<file path="src/rtl/led_sequencer.sv">
// rtl/led_sequencer.sv - Prescaled LED pattern generator with chase, bounce, blink and fill modes
// All state changes on the rising edge of clk; rst is synchronous and active-high.
module led_sequencer #(
  parameter int N_LEDS = 4,
  parameter int DIV_W  = 24
) (
  input  logic              clk,
  input  logic              rst,
  input  logic              en,
  input  logic [1:0]        mode,
  input  logic [DIV_W-1:0]  period,
  output logic [N_LEDS-1:0] led,
  output logic              step
);

  localparam int PW = $clog2(N_LEDS + 1);

  typedef enum logic [1:0] {
    MODE_CHASE  = 2'b00,
    MODE_BOUNCE = 2'b01,
    MODE_BLINK  = 2'b10,
    MODE_FILL   = 2'b11
  } mode_e;

  mode_e             r_mode_q;
  logic [DIV_W-1:0]  r_cnt;
  logic [N_LEDS-1:0] r_led;
  logic              r_step;
  logic [PW-1:0]     r_pos;
  logic              r_dir;
  logic [PW-1:0]     r_k;
  logic              r_started;

  mode_e             w_mode;
  logic              w_mode_chg;
  logic              w_tick;
  logic [N_LEDS-1:0] w_start_led;
  logic [N_LEDS-1:0] w_adv_led;
  logic [PW-1:0]     w_adv_pos;
  logic              w_adv_dir;
  logic [PW-1:0]     w_adv_k;

  mode_e             w_mode_nxt;
  logic [DIV_W-1:0]  w_cnt_nxt;
  logic [N_LEDS-1:0] w_led_nxt;
  logic              w_step_nxt;
  logic [PW-1:0]     w_pos_nxt;
  logic              w_dir_nxt;
  logic [PW-1:0]     w_k_nxt;
  logic              w_started_nxt;

  assign w_mode     = mode_e'(mode);
  assign w_mode_chg = (w_mode != r_mode_q);
  assign w_tick     = en && (r_cnt >= period);

  always_comb begin : start_pattern
    w_start_led = '0;
    case (w_mode)
      MODE_CHASE, MODE_BOUNCE: w_start_led[0] = 1'b1;
      MODE_BLINK:              w_start_led = '1;
      default:                 w_start_led = '0;
    endcase
  end

  always_comb begin : advance
    w_adv_led = r_led;
    w_adv_pos = r_pos;
    w_adv_dir = r_dir;
    w_adv_k   = r_k;
    case (r_mode_q)
      MODE_CHASE: begin
        for (int i = 0; i < N_LEDS; i++) begin
          w_adv_led[i] = r_led[(i + N_LEDS - 1) % N_LEDS];
        end
      end
      MODE_BOUNCE: begin
        // r_dir=1 walks toward the top LED; direction flips on arrival at an end
        if (N_LEDS > 1) begin
          if (r_dir) begin
            w_adv_pos = r_pos + PW'(1);
            if (w_adv_pos == PW'(N_LEDS - 1)) w_adv_dir = 1'b0;
          end else begin
            w_adv_pos = r_pos - PW'(1);
            if (w_adv_pos == '0) w_adv_dir = 1'b1;
          end
        end
        for (int i = 0; i < N_LEDS; i++) begin
          w_adv_led[i] = (w_adv_pos == PW'(i));
        end
      end
      MODE_BLINK: begin
        w_adv_led = ~r_led;
      end
      default: begin
        w_adv_k = (r_k == PW'(N_LEDS)) ? '0 : r_k + PW'(1);
        for (int i = 0; i < N_LEDS; i++) begin
          w_adv_led[i] = (PW'(i) < w_adv_k);
        end
      end
    endcase
  end

  always_comb begin : next_state
    w_mode_nxt    = r_mode_q;
    w_cnt_nxt     = r_cnt;
    w_led_nxt     = r_led;
    w_step_nxt    = 1'b0;
    w_pos_nxt     = r_pos;
    w_dir_nxt     = r_dir;
    w_k_nxt       = r_k;
    w_started_nxt = r_started;
    // The post-reset load and a mode change both restart the pattern; any tick is dropped
    if (!r_started || w_mode_chg) begin
      w_started_nxt = 1'b1;
      w_mode_nxt    = w_mode;
      w_cnt_nxt     = '0;
      w_led_nxt     = w_start_led;
      w_pos_nxt     = '0;
      w_dir_nxt     = 1'b1;
      w_k_nxt       = '0;
    end else if (w_tick) begin
      w_cnt_nxt  = '0;
      w_led_nxt  = w_adv_led;
      w_pos_nxt  = w_adv_pos;
      w_dir_nxt  = w_adv_dir;
      w_k_nxt    = w_adv_k;
      w_step_nxt = 1'b1;
    end else if (en) begin
      w_cnt_nxt = r_cnt + DIV_W'(1);
    end
  end

  always_ff @(posedge clk) begin
    if (rst) begin
      r_mode_q  <= w_mode;
      r_cnt     <= '0;
      r_led     <= '0;
      r_step    <= 1'b0;
      r_pos     <= '0;
      r_dir     <= 1'b1;
      r_k       <= '0;
      r_started <= 1'b0;
    end else begin
      r_mode_q  <= w_mode_nxt;
      r_cnt     <= w_cnt_nxt;
      r_led     <= w_led_nxt;
      r_step    <= w_step_nxt;
      r_pos     <= w_pos_nxt;
      r_dir     <= w_dir_nxt;
      r_k       <= w_k_nxt;
      r_started <= w_started_nxt;
    end
  end

  assign led  = r_led;
  assign step = r_step;

endmodule

</file>
<file path="config.mk">
export PLATFORM = sky130hd
export DESIGN_NAME = led_sequencer
export DESIGN_NICKNAME = d
export VERILOG_FILES = /design/src/rtl/led_sequencer.sv
export SDC_FILE = /design/constraint.sdc
export NUM_CORES = 1
export LEC_CHECK = 0
export CAP_MARGIN = 20
export CORE_MARGIN = 8
export CORE_UTILIZATION = 40
export DETAILED_ROUTE_END_ITERATION = 10
export PLACE_DENSITY = 0.72
export SLEW_MARGIN = 20
export SYNTH_ARGS = -nofsm -noshare
export SYNTH_HDL_FRONTEND = slang
export SYNTH_SLANG_ARGS = --single-unit
</file>
<file path="constraint.sdc">
create_clock -name clk -period 3.75 [get_ports clk]
set_input_delay 0.375 -clock clk [delete_from_list [all_inputs] [get_ports clk]]
set_output_delay 0.375 -clock clk [all_outputs]
set_load 0.05 [all_outputs]
</file>
==> results of run 1 <==
[worst max-delay path, stage by stage]
cell	delay [ns]
clkdlybuf4s50_1	0.46
inv_1	0.04
ha_1	0.30
a21oi_1	0.16
o21ai_0	0.10
a221o_1	0.39
a211oi_2	0.71
nor2_1	0.25
o31ai_1	0.23
[power breakdown]
group	leakage (nW)	internal (mW)	switching (mW)	total, mW
Clock	0.0495	0.168	0.142	0.310
Combinational	0.848	0.0545	0.0565	0.111
Sequential	0.320	0.424	0.00937	0.433
Total	1.22	0.647	0.208	0.854
[layer usage]
metal,part of all wire,vias up,wire [um],GRT usage
li1,-,1183,-,-
met4,0.015,0,80,0.0402
met2,0.45,61,2480,0.197
met1,0.47,1014,2610,0.148
met3,0.061,11,336,0.0341
met5,0,-,0,0
[placed cells by master (no fill, tap or decap), types with 8 or more instances in the layout]
cell | synthesis | routed
ha_1 | 31 | 31
a21oi_1 | 16 | 16
nor2_1 | 34 | 34
nor3_1 | 8 | 8
o21ai_0 | 12 | 11
nand4_1 | 10 | 10
nand3_1 | 14 | 14
inv_1 | 32 | 32
xor2_1 | 14 | 14
xnor2_1 | 14 | 14
nand2_1 | 31 | 31
dfxtp_1 | 37 | 37
clkdlybuf4s50_1 | 0 | 33
[kinds of logic (layout without fill, tap and decap cells)]
family | Yosys count | count (layout)
multiplexers | 7 | 7
AO/OA/AOI/OAI | 53 | 53
AND/OR/NAND/NOR | 120 | 120
flip-flops | 39 | 39
adder cells (fa/ha/maj) | 31 | 31
buffers and inverters | 40 | 74
XOR/XNOR | 28 | 28
[final cells by class]
type	count	area [um2]	area share
Sequential cell	39	801	0.258
Timing Repair Buffer	35	345	0.111
Clock buffer	7	97.6	0.0314
Tap cell	77	96.3	0.0310
Inverter	32	120	0.0387
Multi-Input combinational cell	239	1640	0.530
[metrics by stage]
stage | instances | worst slack, ns
finish | 429 | 0.942
global route | 429 | 0.738
CTS | 429 | 0.954
detailed placement | 422 | 0.657
global placement | 422 | 0.758
floorplan | 318 | 1.53
[flip-flops by register name, indices dropped and copies added, names as in the netlist]
signal and flops:
led 4, r_cnt 24, r_dir 1, r_k 3, r_mode_q 2, r_pos 3
r_started 1, step 1
[worst max-delay path by stage]
stage / startpoint / cells after the start / slack [ns] / end
5_1_grt: period[9] / 9 / 0.74 / r_k[0]$_SDFFE_PP0P_
3_5_place_dp: period[22] / 9 / 0.66 / r_k[0]$_SDFFE_PP0P_
3_3_place_gp: period[22] / 9 / 0.76 / r_k[0]$_SDFFE_PP0P_
4_1_cts: period[9] / 9 / 0.95 / r_k[0]$_SDFFE_PP0P_
6_report: period[9] / 9 / 0.94 / r_k[0]$_SDFFE_PP0P_
2_1_floorplan: period[22] / 8 / 1.53 / r_cnt[3]$_SDFFE_PP0P_
==> qor.yml, run 1 <==
portBuffers: 33
ios: 34
final_max_slew_viol_count: 0
cts_sinks: 39
post_cts_buffers: 0
yosysMostFrequentCell: "dfxtp_1"
die-area_um2: 9340
fin_util: 0.492
ant_nets: 0
ys_top_cells_by_area: "dfxtp_1, ha_1, nor2_1"
path_clk_slew_ns: 0.07
synth_seq_area_share: 0.308
hold_path_class: "flop to flop"
grt_pass1_vias: 2153
h-tree-depth: 2
rsz0062_at_grt: "false"
worst_pin_slew_ns: 0.876
synthSimpleGateAreaFrac: 0.228
start_util: 0.412
gr-total-overflow: 0
synthXorXnorAreaFrac: 0.0943
cp-end-kind: "flop"
worstPathRequired_ns: 3.96
timing.final.crit_period_ns: 2.81
hold_end: "r_k[1]$_SDFFE_PP0P_"
yosys_register_bits: 39
fmax_mhz: 356
totalPowerFinal_mw: 0.854
rows: 29
synth-adder-area-share: 0.149
dp_hpwl_um: 4340
dr.pass1.iters: 4
synth.avg_cell_area_um2: 8.18
p_leak_nw: 1.22
grt_usage: 0.121
postLayoutCellArea_um2: 3100
finalHoldViolCount: 0
clk_latency_ns: 0.29
syn_nets: 378
worst-setup-path-type: "input pin to flop"
final.period_utilization: 0.749
cts_buffers: 5
reg2regPathDepth: 7
r2r_slack_ns: 1.08
antenna_cells: 0
antenna_found_initial: 0
synth_top_family_by_area: "simple AND/OR/NAND/NOR gates"
viasPerCell: 5.29
synthCells: 318
drt_iter0_markers: 78
grt_pass1_wl_um: 9830
cts_tree: "built"
drc_errors: 0
cp_max_fo: 16
synth.largest_area_cell: "dfxtp_1"
nNetsFinal: 412
dpl_cell_area_um2: 3010
max_cap_violations: 0
coreArea_um2: 6310
fill_cells: 610
power_density_nw_per_um2: 275
synth_common_cells: "dfxtp_1, nor2_1, inv_1"
tns_ns: 0
status: "finished, final reports clean"
synth_compound_area_frac: 0.133
min-delay-start: "r_k[1]$_SDFFE_PP0P_"
finalWirelength_um: 5500
wl_per_cell_um: 12.8
root_buffer: "clkbuf_8"
ys.flop_type: "dfxtp_1"
slew_headroom: 0.415
gp_congestion: 0.815
cts_resized: 0
synth.area.mux_share: 0.0274
setup_viol: 0
die_h_um: 96.6
synth-edff-count: 2
netlist-cell-type-count: 46
arrival_ns: 3.02
cts_hold_buf: 0
cp-start-kind: "input pin"
cts.path.max_buffers: 2
hold-path-cell-count: 2
r2r_end: "r_k[0]$_SDFFE_PP0P_"
vdd_drop_max_v: 0.000175
syn_area_um2: 2600
synth_warnings: 0
die_w_um: 96.6
ys_async_sr_fraction: 0
reg2reg_from: "r_cnt[9]$_SDFFE_PP0P_"
skew_ns: 0.00570
drive_gt1_frac: 0.0426
vias: 2269
grt_max_degree: 21
area_delta_synth_final_pct: 19.3
holdWs_ns: 0.490
synth_top_area_frac: 0.285
Note: power is estimated with default switching activity, not from simulation.
==> run 2, diff against run 1 <==
clock period = 2.7 ns   (was 3.75 ns; I/O delays follow)
==> qor.yml, run 2 (synthesis results as in run 1) <==
arrival_ns: 2.79
totalPowerFinal_mw: 1.22
ant_nets: 0
switching_share: 0.251
drt_iter0_markers: 65
coreArea_um2: 6310
cts.path.max_buffers: 2
drc_errors: 0
dr.pass1.iters: 4
portBuffers: 33
drive_gt1_frac: 0.124
reg2reg_from: "r_cnt[0]$_SDFFE_PP0P_"
worst_pin_slew_ns: 0.682
worstPathRequired_ns: 2.92
p_int_mw: 0.913
ios: 34
start_util: 0.412
crit_path_end: "r_cnt[3]$_SDFFE_PP0P_"
final.period_utilization: 0.953
antenna_cells: 0
r2r_end: "r_cnt[3]$_SDFFE_PP0P_"
die_w_um: 96.6
grt_max_degree: 21
finalWirelength_um: 6320
pwr-share-comb: 0.148
nNetsFinal: 437
cts_tree: "built"
h-tree-depth: 2
die_h_um: 96.6
cts_sinks: 39
hold_path_class: "flop to flop"
status: "finished, final reports clean"
layout_commonest_cell: "dfxtp_1"
worst-setup-path-type: "input pin to flop"
path_clk_slew_ns: 0.08
clock_power_share: 0.360
grt_usage: 0.131
clk_latency_ns: 0.29
max_cap_violations: 0
grt_pass1_vias: 2453
skew_ns: 0.00590
cts_buffers: 5
final_max_slew_viol_count: 0
fmax_mhz: 388
cp-end-kind: "flop"
root_buffer: "clkbuf_8"
cp-start-kind: "input pin"
wl_per_cell_um: 13.9
slew_headroom: 0.542
vdd_drop_max_v: 0.000282
die-area_um2: 9340
largest_reg_flops: 24
dp.cells: 446
power_density_nw_per_um2: 361
viasPerCell: 5.28
area_delta_synth_final_pct: 29.9
r2r_slack_ns: 0.20
rows: 29
cp_max_fo: 4
p_seq_frac: 0.492
regMostFlops: "r_cnt"
reg2regPathDepth: 9
cp-startpoint: "period[13]"
timing.final.crit_period_ns: 2.57
fin_cells: 455
setup_viol: 0
switchingPower_mw: 0.306
gp_congestion: 0.868
p_leak_nw: 1.34
dp_hpwl_um: 4820
grt_pass1_wl_um: 10700
finalHoldViolCount: 0
antenna_found_initial: 0
vias: 2401
mostFrequentLayoutCells: "dfxtp_1, nor2_1, clkdlybuf4s50_1"
gr-total-overflow: 0
## run 2: timing repair
action | in CTS | in global routing
setup buffers | 0 | 1
endpoints found under the hold margin | 0 | 0
hold buffers | 0 | 0
setup endpoints to repair | 0 | 20
gates resized for setup | 0 | 8
## run 2: how the worst min path moves through the flow
stage,start,endpoint,slack (ns),cells after the start
2_1_floorplan,mode[0],r_mode_q[0]$_DFFE_PP_,0.37,0
3_3_place_gp,r_k[1]$_SDFFE_PP0P_,r_k[1]$_SDFFE_PP0P_,0.46,2
3_5_place_dp,r_k[1]$_SDFFE_PP0P_,r_k[1]$_SDFFE_PP0P_,0.48,2
4_1_cts,r_k[1]$_SDFFE_PP0P_,r_k[1]$_SDFFE_PP0P_,0.49,2
5_1_grt,r_k[1]$_SDFFE_PP0P_,r_k[1]$_SDFFE_PP0P_,0.55,2
6_report,r_k[1]$_SDFFE_PP0P_,r_k[1]$_SDFFE_PP0P_,0.49,2
## run 2: through the flow
| step | hold slack (ns) | setup TNS [ns] | area [um2] | util | setup WS (ns) |
|---|---|---|---|---|---|
| after floorplan | 0.369 | 0 | 2600 | - | 0.536 |
| after global routing | 0.553 | -0.00131 | 3380 | 0.535 | -0.00131 |
| after global placement | 0.465 | -1.70 | 3190 | 0.505 | -0.114 |
| after CTS | 0.488 | 0 | 3290 | 0.521 | 0.123 |
| after detailed placement | 0.477 | -3.57 | 3190 | 0.505 | -0.174 |
| final | 0.487 | 0 | 3380 | 0.535 | 0.126 |
## run 2: layout make-up
class / count / area [um2]
tap: 77 / 96.3
timing repair buffer: 60 / 533
sequential: 39 / 801
inverter: 32 / 120
fill: 620 / 2940
multi-input combinational: 239 / 1730
clock buffer: 8 / 100
## run 2: power by group through the flow
stage	clock (mW)	combinational, mW	sequential [mW]
after floorplan	0	0.0744	0.626
after global placement	0	0.168	0.612
after detailed placement	0	0.171	0.612
after CTS	0.447	0.172	0.599
after global routing	0.470	0.198	0.601
final	0.439	0.180	0.599
## run 2: critical path, cell delays in order
cell and delay [ns]:
clkdlybuf4s50_1 0.46, inv_1 0.04, ha_1 0.31, nand3_1 0.13
nor4_2 0.05, buf_4 0.13, a221o_1 0.36, buf_4 0.15
a211o_1 0.31, or4_1 0.47, a31oi_1 0.13
## run 2: metal layers
metal / global-route usage / part of all wire
met5: 0 / 0
met1: 0.152 / 0.46
met2: 0.232 / 0.49
met3: 0.0299 / 0.038
met4: 0.0367 / 0.014
